===== config.mk =====
export PLATFORM = sky130hd
export DESIGN_NAME = rtype_exec_ctrl
export DESIGN_NICKNAME = d
export VERILOG_FILES = /design/src/rtl/rtype_exec_ctrl_pkg.sv /design/src/rtl/rtype_exec_ctrl_decoder.sv /design/src/rtl/rtype_exec_ctrl.sv
export SDC_FILE = /design/constraint.sdc
export NUM_CORES = 1
export LEC_CHECK = 0
export BUFFER_PORTS_ARGS = -buffer_cell sky130_fd_sc_hd__buf_4
export CAP_MARGIN = 25
export CORE_AREA = 2 2 137 139
export DETAILED_ROUTE_END_ITERATION = 12
export DIE_AREA = 0 0 139 141
export PLACE_DENSITY = 0.81
export SETUP_SLACK_MARGIN = 0.1
export SYNTH_ARGS = -nofsm -noshare
export SYNTH_HDL_FRONTEND = slang
export SYNTH_SLANG_ARGS = --single-unit

===== constraint.sdc =====
create_clock -name clk -period 2.15 [get_ports clk]
set_input_delay 0.3225 -clock clk [delete_from_list [all_inputs] [get_ports clk]]
set_output_delay 0.3225 -clock clk [all_outputs]
set_load 0.01 [all_outputs]

===== src/rtl/rtype_exec_ctrl_pkg.sv =====
// Shared definitions for the R-type execution sequencer: ALU-op encoding,
// R-type opcode/func constants, sequencer states and fault codes.
package rtype_exec_ctrl_pkg;

  typedef enum logic [3:0] {
    ALU_ADD  = 4'd0,
    ALU_SUB  = 4'd1,
    ALU_SLL  = 4'd2,
    ALU_SLT  = 4'd3,
    ALU_SLTU = 4'd4,
    ALU_XOR  = 4'd5,
    ALU_SRL  = 4'd6,
    ALU_SRA  = 4'd7,
    ALU_OR   = 4'd8,
    ALU_AND  = 4'd9,
    ALU_NOP  = 4'd15
  } alu_op_e;

  localparam logic [6:0] OPC_RTYPE = 7'b0110011;

  localparam logic [6:0] F7_BASE = 7'b0000000;
  localparam logic [6:0] F7_ALT  = 7'b0100000;

  localparam logic [2:0] F3_ADD_SUB = 3'b000;
  localparam logic [2:0] F3_SLL     = 3'b001;
  localparam logic [2:0] F3_SLT     = 3'b010;
  localparam logic [2:0] F3_SLTU    = 3'b011;
  localparam logic [2:0] F3_XOR     = 3'b100;
  localparam logic [2:0] F3_SRL_SRA = 3'b101;
  localparam logic [2:0] F3_OR      = 3'b110;
  localparam logic [2:0] F3_AND     = 3'b111;

  typedef enum logic [2:0] {
    ST_IDLE,
    ST_FETCH,
    ST_DECODE,
    ST_EXEC,
    ST_WB,
    ST_TRAP
  } state_e;

  localparam logic [1:0] FAULT_NONE    = 2'd0;
  localparam logic [1:0] FAULT_ILLEGAL = 2'd1;
  localparam logic [1:0] FAULT_TIMEOUT = 2'd2;

  // Only the base func7 is legal everywhere; the alternate func7 is legal
  // only for ADD/SUB and SRL/SRA.
  function automatic logic rtype_legal(input logic [6:0] opcode,
                                       input logic [2:0] func3,
                                       input logic [6:0] func7);
    logic alt_ok;
    alt_ok = (func3 == F3_ADD_SUB) || (func3 == F3_SRL_SRA);
    return (opcode == OPC_RTYPE) &&
           ((func7 == F7_BASE) || ((func7 == F7_ALT) && alt_ok));
  endfunction

endpackage


===== src/rtl/rtype_exec_ctrl_decoder.sv =====
// instr_decoder_R: field extraction and ALU-op generation for R-type words.
// Ports: instr (instruction word) -> opcode, rd, rs1, rs2, func3, func7,
// alu_op. alu_op looks only at func7[5]; legality is judged by the caller.
module instr_decoder_R
  import rtype_exec_ctrl_pkg::*;
(
  input  logic [31:0] instr,
  output logic [6:0]  opcode,
  output logic [4:0]  rd,
  output logic [4:0]  rs1,
  output logic [4:0]  rs2,
  output logic [2:0]  func3,
  output logic [6:0]  func7,
  output alu_op_e     alu_op
);

  assign opcode = instr[6:0];
  assign rd     = instr[11:7];
  assign func3  = instr[14:12];
  assign rs1    = instr[19:15];
  assign rs2    = instr[24:20];
  assign func7  = instr[31:25];

  always_comb begin
    alu_op = ALU_NOP;
    unique case (func3)
      F3_ADD_SUB: alu_op = func7[5] ? ALU_SUB : ALU_ADD;
      F3_SLL:     alu_op = ALU_SLL;
      F3_SLT:     alu_op = ALU_SLT;
      F3_SLTU:    alu_op = ALU_SLTU;
      F3_XOR:     alu_op = ALU_XOR;
      F3_SRL_SRA: alu_op = func7[5] ? ALU_SRA : ALU_SRL;
      F3_OR:      alu_op = ALU_OR;
      F3_AND:     alu_op = ALU_AND;
      default:    alu_op = ALU_NOP;
    endcase
  end

endmodule


===== src/rtl/rtype_exec_ctrl.sv =====
// rtype_exec_ctrl: multi-cycle FETCH/DECODE/EXEC/WB sequencer for R-type
// instructions with a TRAP state for illegal instructions and fetch timeouts.
// Ports: clk, rst_n (async active-low); start, halt_req control;
// imem_req/imem_addr/imem_ready/imem_rdata fetch port; rf_rs1/rf_rs2 and
// rf_rdata1/rf_rdata2 register read; alu_op/alu_a/alu_b/alu_result ALU;
// rf_we/rf_waddr/rf_wdata write-back; pc, busy, fault_code, retired status.
module rtype_exec_ctrl
  import rtype_exec_ctrl_pkg::*;
#(
  parameter logic [31:0] RESET_PC = 32'h0000_0000,
  parameter int unsigned MAX_WAIT = 16
) (
  input  logic        clk,
  input  logic        rst_n,
  input  logic        start,
  input  logic        halt_req,
  output logic        imem_req,
  output logic [31:0] imem_addr,
  input  logic        imem_ready,
  input  logic [31:0] imem_rdata,
  output logic [4:0]  rf_rs1,
  output logic [4:0]  rf_rs2,
  input  logic [31:0] rf_rdata1,
  input  logic [31:0] rf_rdata2,
  output logic [3:0]  alu_op,
  output logic [31:0] alu_a,
  output logic [31:0] alu_b,
  input  logic [31:0] alu_result,
  output logic        rf_we,
  output logic [4:0]  rf_waddr,
  output logic [31:0] rf_wdata,
  output logic [31:0] pc,
  output logic        busy,
  output logic [1:0]  fault_code,
  output logic [31:0] retired
);

  localparam int unsigned WAIT_W = (MAX_WAIT > 1) ? $clog2(MAX_WAIT) : 1;

  state_e            state, state_next;
  logic [31:0]       ir;
  logic [31:0]       result;
  logic [WAIT_W-1:0] wait_cnt;
  logic              wait_last;
  logic              legal;

  logic [6:0] dec_opcode;
  logic [4:0] dec_rd, dec_rs1, dec_rs2;
  logic [2:0] dec_func3;
  logic [6:0] dec_func7;
  alu_op_e    dec_alu_op;

  instr_decoder_R u_dec (
    .instr  (ir),
    .opcode (dec_opcode),
    .rd     (dec_rd),
    .rs1    (dec_rs1),
    .rs2    (dec_rs2),
    .func3  (dec_func3),
    .func7  (dec_func7),
    .alu_op (dec_alu_op)
  );

  assign legal = rtype_legal(dec_opcode, dec_func3, dec_func7);

  // wait_cnt counts earlier non-ready cycles, so the current non-ready cycle
  // is the MAX_WAIT-th one when it equals MAX_WAIT-1.
  assign wait_last = (wait_cnt == WAIT_W'(MAX_WAIT - 1));

  assign busy = (state != ST_IDLE) && (state != ST_TRAP);

  always_ff @(posedge clk or negedge rst_n) begin
    if (!rst_n) state <= ST_IDLE;
    else        state <= state_next;
  end

  always_comb begin
    state_next = state;
    imem_req   = 1'b0;
    imem_addr  = '0;
    rf_rs1     = '0;
    rf_rs2     = '0;
    alu_op     = ALU_NOP;
    alu_a      = '0;
    alu_b      = '0;
    rf_we      = 1'b0;
    rf_waddr   = '0;
    rf_wdata   = '0;
    unique case (state)
      ST_IDLE: begin
        if (start) state_next = ST_FETCH;
      end
      ST_FETCH: begin
        imem_req  = 1'b1;
        imem_addr = pc;
        if (imem_ready)     state_next = ST_DECODE;
        else if (wait_last) state_next = ST_TRAP;
      end
      ST_DECODE: begin
        state_next = legal ? ST_EXEC : ST_TRAP;
      end
      ST_EXEC: begin
        rf_rs1     = dec_rs1;
        rf_rs2     = dec_rs2;
        alu_a      = rf_rdata1;
        alu_b      = rf_rdata2;
        alu_op     = dec_alu_op;
        state_next = ST_WB;
      end
      ST_WB: begin
        rf_we      = (dec_rd != 5'd0);
        rf_waddr   = dec_rd;
        rf_wdata   = result;
        state_next = halt_req ? ST_IDLE : ST_FETCH;
      end
      ST_TRAP: begin
        if (start) state_next = ST_FETCH;
      end
      default: state_next = ST_IDLE;
    endcase
  end

  always_ff @(posedge clk or negedge rst_n) begin
    if (!rst_n) begin
      pc         <= RESET_PC;
      retired    <= '0;
      ir         <= '0;
      result     <= '0;
      fault_code <= FAULT_NONE;
      wait_cnt   <= '0;
    end else begin
      // Cleared everywhere except while stalling in FETCH, so it is always
      // zero on FETCH entry.
      wait_cnt <= '0;
      unique case (state)
        ST_FETCH: begin
          if (imem_ready) begin
            ir <= imem_rdata;
          end else if (wait_last) begin
            fault_code <= FAULT_TIMEOUT;
          end else begin
            wait_cnt <= wait_cnt + WAIT_W'(1);
          end
        end
        ST_DECODE: begin
          if (!legal) fault_code <= FAULT_ILLEGAL;
        end
        ST_EXEC: begin
          result <= alu_result;
        end
        ST_WB: begin
          pc      <= pc + 32'd4;
          retired <= retired + 32'd1;
        end
        ST_TRAP: begin
          if (start) begin
            pc         <= RESET_PC;
            fault_code <= FAULT_NONE;
          end
        end
        default: ;
      endcase
    end
  end

endmodule


* Word-level counts from Yosys, hierarchy flattened
Cells that the tools add are included.
** Word-level totals
- Register bits :: 137
- Logic and storage cells :: 78
- Output and inout bits :: 216
- Input bits :: 133
** Cells by class
- Add/subtract/negate cells :: 3
- Equality and inequality tests :: 22
- Muxes and demuxes :: 29
- Reduce and logical (&&, ||, !) cells :: 17
** Operators by type and width (count)
- 32-bit 2-to-1 mux :: 5
- 32-bit case mux with 2 select lines :: 1
- 32-bit by 1-bit adder with 32-bit output (second input constant) :: 1
- 32-bit by 3-bit adder with 32-bit output (second input constant) :: 1
- 4-bit case mux with 8 select lines :: 1
- 3-bit == test (second input constant) :: 6
- 4-bit 2-to-1 mux :: 4
- 5-bit 2-to-1 mux :: 3
- 3-bit case mux with 5 select lines :: 1
- 7-bit by 6-bit == test with 1-bit output (second input constant) :: 2
- 3-bit by 2-bit == test with 1-bit output (second input constant) :: 4
- 3-bit 2-to-1 mux :: 4
- 2-bit 2-to-1 mux :: 4
- 2-bit != test (second input constant) :: 4
- 7-bit logical NOT :: 1
- 3-bit by 1-bit == test with 1-bit output (second input constant) :: 2
- 3-bit logical NOT :: 2
- 3-bit != test (second input constant) :: 2
- 2-bit case mux with 3 select lines :: 1
- 2-bit AND reduction :: 3
- 3-bit nonzero test :: 2
- 1-bit 2-to-1 mux :: 5
- 5-bit AND reduction :: 1
- 5-bit nonzero test :: 1
- 7 further kinds :: 10

* Logic depth before layout (Yosys ltp)
Gate-level depths: netlist of run 1.
- Depth in word-level cells :: 7
- Gate-level depth with buffers :: 8
- Depth with buffers taken out :: 5

* By module
A second synthesis of run 1 with hierarchy kept.
** Unflattened totals
- Cells, all modules :: 734
- Area, all modules :: 7393.3 um2
** Modules (own cells, without submodules)
- rtype_exec_ctrl :: area an instance 7081.8 um2, instances 1, cells each 692, seq. area each 3378.2 um2
- instr_decoder_R :: area an instance 311.5 um2, instances 1, cells each 42, seq. area each 0.0 um2

* Least setup slack after synthesis of run 1
Ideal clock, no wire load.
- Kind :: reg2reg
- Start point :: register pc[2]
- End point :: register pc[22]
- Required time :: 2.010 ns
- Clock period less this slack :: 1.911 ns
- Buffers on the path :: 2
- Setup slack :: 0.239 ns
- Arrival :: 1.772 ns
- Stages on the path, launching flop included :: 8
- Library setup time :: 0.140 ns
- Cell sequence :: dfrtp_1 ha_1 nand2_1 or3_1 buf_2 buf_2 o311ai_0 o41ai_1
** Between the ends
- Cells in the longest elaborated chain, start to end :: 2
** Ends and longest elaborated chain
- start, declared :: line rtype_exec_ctrl.sv:32 : output logic [31:0] pc,
- start signal, assigned :: line rtype_exec_ctrl.sv:152 : pc <= pc + 32'd4;
- 32-bit by 3-bit adder with 32-bit output :: line rtype_exec_ctrl.sv:152
- 32-bit case mux with 2 select lines :: line rtype_exec_ctrl.sv:135 : unique case (state)
No other way between the ends.
A chain may end at the register's enable or synchronous reset.

* Worst setup path in the final report of run 1
- Start point :: register state[1]
- End point :: output rf_we
** Between the ends
- Cells in the longest elaborated chain, start to end :: 2
** Ends and longest elaborated chain
- start, declared :: line rtype_exec_ctrl.sv:40 : state_e state, state_next;
- start signal, assigned :: line rtype_exec_ctrl.sv:74 : else state <= state_next;
- 3-bit == test :: line rtype_exec_ctrl.sv:89 : unique case (state)
- 1-bit 2-to-1 mux :: line rtype_exec_ctrl.sv:89
- end, declared :: line rtype_exec_ctrl.sv:29 : output logic rf_we,
No other way between the ends.

==> results of run 1 <==
==> state kept, by name, summed over array words and instances (netlist names) <==
signal	flops
result	32
pc	30
ir	32
wait_cnt	4
state	3
retired	32
fault_code	2
==> synthesized netlist by cell type, drive strengths merged, types with 12 or more instances <==
| master | number | share of area [%] |
|---|---|---|
| nand4 | 20 | 2.0 |
| dfrtp | 135 | 47 |
| mux2i | 12 | 1.7 |
| nand3 | 20 | 1.4 |
| inv | 14 | 0.73 |
| xor2 | 23 | 2.8 |
| a21oi | 12 | 0.84 |
| nor4 | 17 | 1.6 |
| and2 | 138 | 12 |
| mux2 | 65 | 10 |
| nor3 | 19 | 1.3 |
| nor2 | 26 | 1.4 |
| xnor2 | 14 | 1.7 |
| buf | 19 | 1.5 |
| nand2b | 15 | 1.4 |
| clkbuf | 26 | 1.4 |
| nand2 | 40 | 2.1 |
==> layout by cell type (no fill, tap or decap), drive strengths merged, types with 19 or more instances in the layout <==
master  instances
buf           406
and2          138
dfrtp         135
mux2           65
nand2          40
nor2           26
xor2           23
clkbuf         22
inv            21
nand3          20
nand4          20
nor3           19
==> per-layer routing <==
layer,global-route usage (%),wire length [µm],vias up
li1,-,-,3183
met5,0,0,-
met2,44.5,13700,323
met4,8.61,758,0
met3,5.60,1540,60
met1,28.6,9860,3416
==> critical path, delay by kind of cell, from the launching register on <==
family | cells | cell delay [ps]
buf+inv | 4 | 610
flops | 1 | 420
simple gates | 1 | 230
compound gates | 1 | 180
==> how the worst max path moves through the flow <==
| stage | to | slack [ps] | cells past startpoint |
|---|---|---|---|
| after floorplan | pc[22] | 240 | 7 |
| after global placement | pc[20] | 230 | 5 |
| after detailed placement | pc[30] | 140 | 5 |
| after CTS | rf_wdata[10] | -20 | 7 |
| after global routing | alu_b[25] | -90 | 7 |
| final | rf_we | -50 | 6 |
==> cells by family (layout without fill, tap and decap cells) <==
group	Yosys count	count (layout)	synth area share, %
adder cells (fa/ha/maj)	3	3	0.524
multiplexers	77	77	11.9
AND/OR/NAND/NOR	341	341	28.1
buffers and inverters	59	457	3.62
AO/OA/AOI/OAI	44	44	4.12
XOR/XNOR	37	37	4.52
flip-flops	135	135	47.2
other	1	4	0.0524
==> power breakdown <==
group / internal [W] / switching, W / total (W)
clock network: 0.00193 / 0.00125 / 0.00317
logic: 0.00316 / 0.00237 / 0.00553
registers: 0.00337 / 0.000649 / 0.00402
==> cell type report <==
cell class / instances / share of cell area [%]
flip-flops and latches: 135 / 28.4
clock buffers: 19 / 3.81
multi-input cells: 506 / 32.4
well taps: 234 / 2.46
inverters: 14 / 0.505
repair buffers: 411 / 30.9
clock inverters: 13 / 1.53
==> stage by stage <==
step           TNS (ps)  instance area [µm²]
4_1_cts            -387                11400
3_5_place_dp          0                10100
2_1_floorplan         0                 7170
5_1_grt           -4570                11900
6_report           -673                11900
3_3_place_gp          0                10100
==> repair_timing <==
action	CTS	global route
hold endpoints to repair	75	0
endpoints found under the setup margin	148	170
cloned	7	3
pin swaps	9	35
buffers inserted	19	15
gates resized for setup	97	93
hold buffers	1	0
==> results.md, run 1 <==
* Outcome: complete, but fails checks
* Failing checks: setup timing
* Routed Wire Length at 25.9 mm
* Cell Rows at 50
* Dpl cells at 1257
* Multi-input logic area at 0.00385 mm²
* Reg-to-reg startpoint: state[0]
* Worst reg2reg path depth at 7
* Fin nets at 1221
* Fmax at 455 MHz
* Clk root buf: clkbuf_16
* Clock Skews at 10.8 ps
* Worst Slack Setup Final at -49.8 ps
* Post-synth EDFFs at 0
* Layout Cells excl Fill at 1332
* Slew HR at 66.9%
* Final HPWL from detailed placement at 16.9 mm
* Setup crit start: state[1]
* DRC at 0
* Worst EP arrival at 1880 ps
* Slowest library cell on the worst path: dfrtp_1
* PwrDens at 1070 mW/mm²
* Tightest Pin Transition at 490 ps
* GRT Residual Overflow at 0
* Initial Util at 39.2%
* Largest net degree at the start of global routing at 87
* Min-delay src: imem_ready
* Critical Path RT at 1830 ps
* Fillers at 1397
* Clock-pin slew on the worst setup and hold paths at 60 ps
* Ys Warns at 0
* Die X at 139 µm
* RSZ-0062 raised after global routing: yes
* Period utilisation layout at 102%
* #FFs+latches synth at 135
* Share of cells above drive strength 1 at 55.7%
* CTS tree: built
* Setup crit start kind: flip-flop
* WS Path Type: flip-flop to primary output
* Cell area after synthesis at 0.00716 mm²
* CP max FO at 6
* Area of the die at 0.0196 mm²
* Setup slack, reg-to-reg at 40 ps
* Initial antenna violation count at 0
* Number of port buffers at 344
* Max Cap Viol at 0
* Setup-failing EPs final at 27
* Ys async rst share at 100%
* Hold WS at 121 ps
* Antenna Violating Nets Remaining at 0
* Final count of hold timing violations at 0
* Routed wire length per instance at 19.4 µm
* Synth cell types at 58
* Seq. cell area at 0.00338 mm²
* Area grow syn2layout at 66.1%
* Register area share after synthesis at 47.2%
* Maximum VDD drop at 0.725 mV
* Critical path's most frequent cell: buf_6
* Max Root-Sink Buffers at 2
* Pre-CTS worst setup slack at 135 ps
* Die Y at 141 µm
* Antenna cells at 0
* Vias in the first global route at 6692
* Synthesized area per cell at 10.3 µm²
* Top FF cell, synth: dfrtp_1
* Crit-path cells: buf_6, nor3b_4, buf_6, buf_12, o21a_1, buf_6
* Critical path endpoint category: primary output
* # clock sinks at 135
* Syn Inst Count at 697
* DR pass1 iterations at 5
* Drt initial violations at 489
* CTS buffer count at 17
* Hold EP: wait_cnt[2]
* Vias/cell at 5.24
* All-layer global routing usage at 24.6%
* Crit path largest cell delay at 420 ps
* Fin util at 65.1%
* Hold Path Stages at 2
* Final min period at 2200 ps
* Crit Reg-Reg Endpoint: pc[26]
* HP Class: primary input to flip-flop
* IO Count at 349
* Max Slew Vio Count at 0
* Area of the core at 0.0183 mm²
* GPL Wtd Cong at 0.851
* H-tree depth at 4
* Overall power at 0.0127 W
* Vias at 6982
* Leakage Power at 5.81 nW
* Skew-Pair Late Insertion Delay at 420 ps
* Global-route wire length before repair at 37.7 mm
(Power assumes the default switching activity.)
==> run 2, diff against run 1 <==
- clock period: 2.15 -> 2.8 ns (I/O delays scaled with it)
==> run 2 against run 1 <==
  * Wire length down 15%
  * Flip-flop and latch count stayed put
  * Critical endpoint is now imem_addr[23]
  * The flow now finishes without violations
  * Die area unchanged
  * Critical path type unchanged
  * Cell count shrank 4.3%
  * Clock-buffer cell count down 1
==> results.md, run 2 (same netlist as run 1, synthesis figures left out) <==
* Outcome: finished clean (was complete, but fails checks)
* GPL Wtd Cong at 0.824 (was 0.851)
* Worst EP arrival at 2110 ps (was 1880 ps)
* Setup-failing EPs final at 0 (was 27)
* WS Path Type: flip-flop to primary output (unchanged)
* H-tree depth at 4 (unchanged)
* CTS buffer count at 17 (unchanged)
* CP max FO at 19 (was 6)
* Max Slew Vio Count at 0 (unchanged)
* Die Y at 141 µm (unchanged)
* Worst Slack Setup Final at 267 ps (was -49.8 ps)
* Area grow syn2layout at 47.4% (was 66.1%)
* Die X at 139 µm (unchanged)
* Cell Rows at 50 (unchanged)
* Crit path largest cell delay at 540 ps (was 420 ps)
* Critical Path RT at 2380 ps (was 1830 ps)
* Largest registers: ir x32, result x32, retired x32 (unchanged)
* Setup crit start kind: flip-flop (unchanged)
* Vias in the first global route at 6254 (was 6692)
* PwrDens at 784 mW/mm² (was 1070 mW/mm²)
* Pre-CTS worst setup slack at 477 ps (was 135 ps)
* Final HPWL from detailed placement at 16.5 mm (was 16.9 mm)
* # clock sinks at 135 (unchanged)
* Vias at 6378 (was 6982)
* Largest net degree at the start of global routing at 111 (was 87)
* Hold WS at 220 ps (was 121 ps)
* Fillers at 1587 (was 1397)
* Clock-pin slew on the worst setup and hold paths at 60 ps (about the same)
* HP Class: primary input to flip-flop (unchanged)
* Leakage Power at 5.20 nW (was 5.81 nW)
* Area of the core at 0.0183 mm² (unchanged)
* Max Root-Sink Buffers at 2 (unchanged)
* Max Cap Viol at 0 (unchanged)
* Number of port buffers at 344 (unchanged)
* Drt initial violations at 316 (was 489)
* Routed Wire Length at 22.0 mm (was 25.9 mm)
* Fmax at 395 MHz
* Clock Skews at 6.87 ps (was 10.8 ps)
* Vias/cell at 5.00 (was 5.24)
* Setup bufs post-CTS at 0 (was 19)
* Routed wire length per instance at 17.2 µm (was 19.4 µm)
* Seq. cell area at 0.00338 mm² (about the same)
* Multi-input logic area at 0.00355 mm² (was 0.00385 mm²)
* Final min period at 2530 ps
* All-layer global routing usage at 21.8% (was 24.6%)
* IO Count at 349 (unchanged)
* Tightest Pin Transition at 612 ps (was 490 ps)
* Share of cells above drive strength 1 at 44.5% (was 55.7%)
* Slowest library cell on the worst path: dfrtp_2 (was dfrtp_1)
* Maximum VDD drop at 0.460 mV (was 0.725 mV)
* Commonest non-fill, non-tap cell in the layout: buf_4 (unchanged)
* Initial antenna violation count at 0 (unchanged)
* Fin util at 57.8% (was 65.1%)
* GRT Residual Overflow at 0 (unchanged)
* Initial Util at 39.2% (unchanged)
* Most frequent cells in the layout: 348 x buf_4, 137 x and2_1, 134 x dfrtp_1, 65 x mux2_2, 40 x nand2_1 (was 315 x buf_4, 133 x dfrtp_1, 76 x buf_6, 70 x and2_4, 67 x and2_1)
* Crit-path cells: or2_2, clkinvlp_4, and2_1, buf_4 (was buf_6, nor3b_4, buf_6, buf_12, o21a_1, buf_6)
* RSZ-0062 raised after global routing: no (was yes)
* DRC at 0 (unchanged)
* DR pass1 iterations at 4 (was 5)
* Critical path endpoint category: primary output (unchanged)
* Skew-Pair Late Insertion Delay at 420 ps (about the same)
* Antenna cells at 0 (unchanged)
* Antenna Violating Nets Remaining at 0 (unchanged)
* CTS tree: built (unchanged)
* Setup TNS at 0 ps (was -673 ps)
* Clk root buf: clkbuf_16 (unchanged)
* Global-route wire length before repair at 34.0 mm (was 37.7 mm)
* Period utilisation layout at 90.5%
* Slew HR at 59.1% (was 66.9%)
* Final count of hold timing violations at 0 (unchanged)
* Area of the die at 0.0196 mm² (unchanged)
* Fin nets at 1164 (was 1221)
==> run 2: metal layers <==
metal	vias to the layer above	share of wire, %	global-route usage, %
met4	0	3.4	9.14
met3	41	5.9	5.20
met5	-	0	0
met1	3045	40	26.2
met2	229	51	37.7
li1	3063	-	-
==> run 2: worst max-delay path, delay by kind of cell (launching register included) <==
kind | cells | cell delay (ps)
and+or+nand+nor | 2 | 660
DFF | 1 | 540
buffers and inverters | 2 | 490
==> run 2: area by class of cell <==
cell class / instances / area share [%]
Sequential cell: 135 / 32.0
Inverter: 14 / 0.533
Clock inverter: 14 / 1.30
Multi-Input combinational cell: 506 / 33.6
Clock buffer: 18 / 4.16
Timing Repair inverter: 1 / 0.0711
Timing Repair Buffer: 353 / 25.5
Tap cell: 234 / 2.77
==> run 2: through the flow <==
stage | total power, W | cells | cell area (µm²)
2_1_floorplan | 0.00473 | 700 | 7170
3_3_place_gp | 0.00599 | 1241 | 9960
3_5_place_dp | 0.00610 | 1241 | 9960
4_1_cts | 0.00833 | 1274 | 10500
5_1_grt | 0.00877 | 1275 | 10600
6_report | 0.00827 | 1275 | 10600
==> run 2: power by group <==
group | switching, W | total [W] | internal (W) | leakage (nW)
sequential | 0.000521 | 0.00311 | 0.00259 | 1.72
clock | 0.000927 | 0.00220 | 0.00127 | 0.290
combinational | 0.00136 | 0.00296 | 0.00160 | 3.19
total | 0.00281 | 0.00827 | 0.00546 | 5.20
==> run 2: what timing repair did <==
| item | CTS | global route |
|---|---|---|
| endpoints found under the setup margin | 24 | 24 |
| resized for setup | 2 | 1 |
| cloned | 0 | 1 |
| endpoints found under the hold margin | 51 | 0 |
| hold buffers | 1 | 0 |
==> run 2: final timing paths <==
kind                        startpoint       endpoint  slack (ps)  cells past startpoint
max                           state[2]  imem_addr[23]         270                      4
min reg2reg                retired[31]    retired[31]         480                      1
max in group asynchronous        rst_n         pc[31]        1500                      3
min in group asynchronous        rst_n    retired[25]         520                      2
max reg2reg                      pc[2]         pc[28]         570                      5
min                         imem_ready    wait_cnt[2]         220                      2
==> run 3, diff against run 2 <==
- GPL_TIMING_DRIVEN: not set -> 0
==> run 3 against run 2 <==
  * Via count grew 2.7%
  * Critical endpoint is now rf_rs2[4]
  * Clock skew up 0.71 ps
  * Die area unchanged
  * Design area grew 1.6%
  * Sequential share of layout area decreased by 0.50 points
  * Register-to-register slack improved by 20 ps
  * Sequential power is essentially flat
==> results.md, run 3 (same netlist as run 1, synthesis figures left out) <==
* # clock sinks at 135 (unchanged)
* IO Count at 349 (unchanged)
* Routed wire length per instance at 17.6 µm (was 17.2 µm)
* Tightest Pin Transition at 575 ps (was 612 ps)
* Hold EP: wait_cnt[0] (was wait_cnt[2])
* Fmax at 392 MHz (was 395 MHz)
* Period utilisation layout at 91.1% (was 90.5%)
* Setup crit start kind: flip-flop (unchanged)
* Area of the die at 0.0196 mm² (unchanged)
* Final min period at 2550 ps (was 2530 ps)
* CTS buffer count at 17 (unchanged)
* Critical path endpoint category: primary output (unchanged)
* Clock Skews at 7.58 ps (was 6.87 ps)
* Max Slew Vio Count at 0 (unchanged)
* Hold Path Stages at 2 (unchanged)
* Share of cells above drive strength 1 at 43.8% (was 44.5%)
* RSZ-0062 raised after global routing: no (unchanged)
* Final HPWL from detailed placement at 18.0 mm (was 16.5 mm)
* Leakage Power at 5.31 nW (was 5.20 nW)
* Fin nets at 1203 (was 1164)
* Setup slack, reg-to-reg at 590 ps (was 570 ps)
* Largest net degree at the start of global routing at 92 (was 111)
* Critical Path RT at 2380 ps (about the same)
* Setup TNS at 0 ps (unchanged)
* Clock-pin slew on the worst setup and hold paths at 60 ps (about the same)
* GRT Residual Overflow at 0 (unchanged)
* Fin util at 58.7% (was 57.8%)
* H-tree depth at 4 (unchanged)
* Vias at 6549 (was 6378)
* Dpl cells at 1278 (was 1241)
* Max Cap Viol at 0 (unchanged)
* Die Y at 141 µm (unchanged)
* Vias in the first global route at 6545 (was 6254)
* Slew HR at 61.6% (was 59.1%)
* Setup-failing EPs final at 0 (unchanged)
* Min-delay src: imem_ready (unchanged)
* Final count of hold timing violations at 0 (unchanged)
* All-layer global routing usage at 23.3% (was 21.8%)
* Commonest non-fill, non-tap cell in the layout: buf_4 (unchanged)
* Outcome: finished clean (unchanged)
* Most frequent cells in the layout: 351 x buf_4, 137 x and2_1, 135 x dfrtp_1, 65 x mux2_2, 40 x nand2_1 (was 348 x buf_4, 137 x and2_1, 134 x dfrtp_1, 65 x mux2_2, 40 x nand2_1)
* Worst reg2reg path depth at 6 (was 5)
* Global-route wire length before repair at 36.0 mm (was 34.0 mm)
* PwrDens at 784 mW/mm² (about the same)
* Crit Reg-Reg Endpoint: pc[28] (unchanged)
* DRC at 0 (unchanged)
* Max Root-Sink Buffers at 2 (unchanged)
* CTS tree: built (unchanged)
* Area of the core at 0.0183 mm² (unchanged)
* Skew-Pair Late Insertion Delay at 420 ps (about the same)
* Routed Wire Length at 23.1 mm (was 22.0 mm)
* Finished Cell Area at 0.0107 mm² (was 0.0106 mm²)
* Largest registers: ir x32, result x32, retired x32 (unchanged)
* Layout Cells excl Fill at 1314 (was 1275)
* HP Class: primary input to flip-flop (unchanged)
* DR pass1 iterations at 5 (was 4)
* Vias/cell at 4.98 (was 5.00)
* Area grow syn2layout at 49.7% (was 47.4%)
* Cell Area, Placed at 0.0101 mm² (was 0.00996 mm²)
* WS Path Type: flip-flop to primary output (unchanged)
* Initial antenna violation count at 1 (was 0)
* CP max FO at 10 (was 19)
* GPL Wtd Cong at 0.857 (was 0.824)
* Antenna Violating Nets Remaining at 0 (unchanged)
* Cell Rows at 50 (unchanged)
* Maximum VDD drop at 0.370 mV (was 0.460 mV)
* Clk root buf: clkbuf_16 (unchanged)
* Drt initial violations at 261 (was 316)
* Worst EP arrival at 2130 ps (was 2110 ps)
* Number of port buffers at 343 (was 344)
* Reg-to-reg startpoint: state[0] (was pc[2])
* Die X at 139 µm (unchanged)
* Initial Util at 39.2% (unchanged)
run 3: worst max-delay path by stage:
stage,cells past startpoint,slack (ps),start,end
after global routing,6,110,state[2],rf_rs2[4]
after detailed placement,5,20,state[0],rf_waddr[0]
after floorplan,7,890,pc[2],pc[22]
after global placement,5,50,state[0],rf_waddr[1]
final,6,250,state[2],rf_rs2[4]
after CTS,7,140,state[0],rf_wdata[23]
run 3: metrics by stage:
stage	worst slack, ps	total power (W)	hold WS, ps
floorplan	889	0.00473	124
global placement	52.2	0.00605	459
CTS	141	0.00849	204
global route	108	0.00892	211
finish	250	0.00840	220
detailed placement	22.2	0.00617	378
run 3: what timing repair did:
action / 4_1_cts / 5_1_grt
pin swaps: 1 / 0
endpoints found under the hold margin: 44 / 0
resized for setup: 6 / 4
hold buffers: 1 / 0
buffers inserted: 4 / 0
endpoints found under the setup margin: 117 / 29
run 3: final cells by class:
cell class                      count  area [µm²]
Antenna cell                        1        2.50
Timing Repair Buffer              349        2650
Clock inverter                      9         118
Sequential cell                   135        3380
Multi-Input combinational cell    506        3540
Clock buffer                       22         474
Buffer                             44         210
Tap cell                          234         293
Inverter                           14        56.3
Fill cell                        1607        7550
run 3: where the power goes:
part / leakage [nW] / switching, W / internal, W / total (W)
registers: 1.73 / 0.000508 / 0.00259 / 0.00310
clock network: 0.291 / 0.000860 / 0.00139 / 0.00225
logic: 3.29 / 0.00141 / 0.00164 / 0.00306
total: 5.31 / 0.00278 / 0.00562 / 0.00840
run 3: routing by layer:
metal  GRT usage (%)  share of wire, %  vias to the layer above
li1                -                 -                     3146
met1            27.4                38                     3125
met2            41.0                52                      245
met3            6.79               6.6                       33
met4            8.13               2.8                        0
met5               0                 0                        -
run 3: critical path, cell delays in order (launching register included):
cell and delay, ps:
dfrtp_1 360, buf_4 170, and3b_1 260, clkbuf_2 280, clkbuf_1 340, and2_1 190
buf_4 120
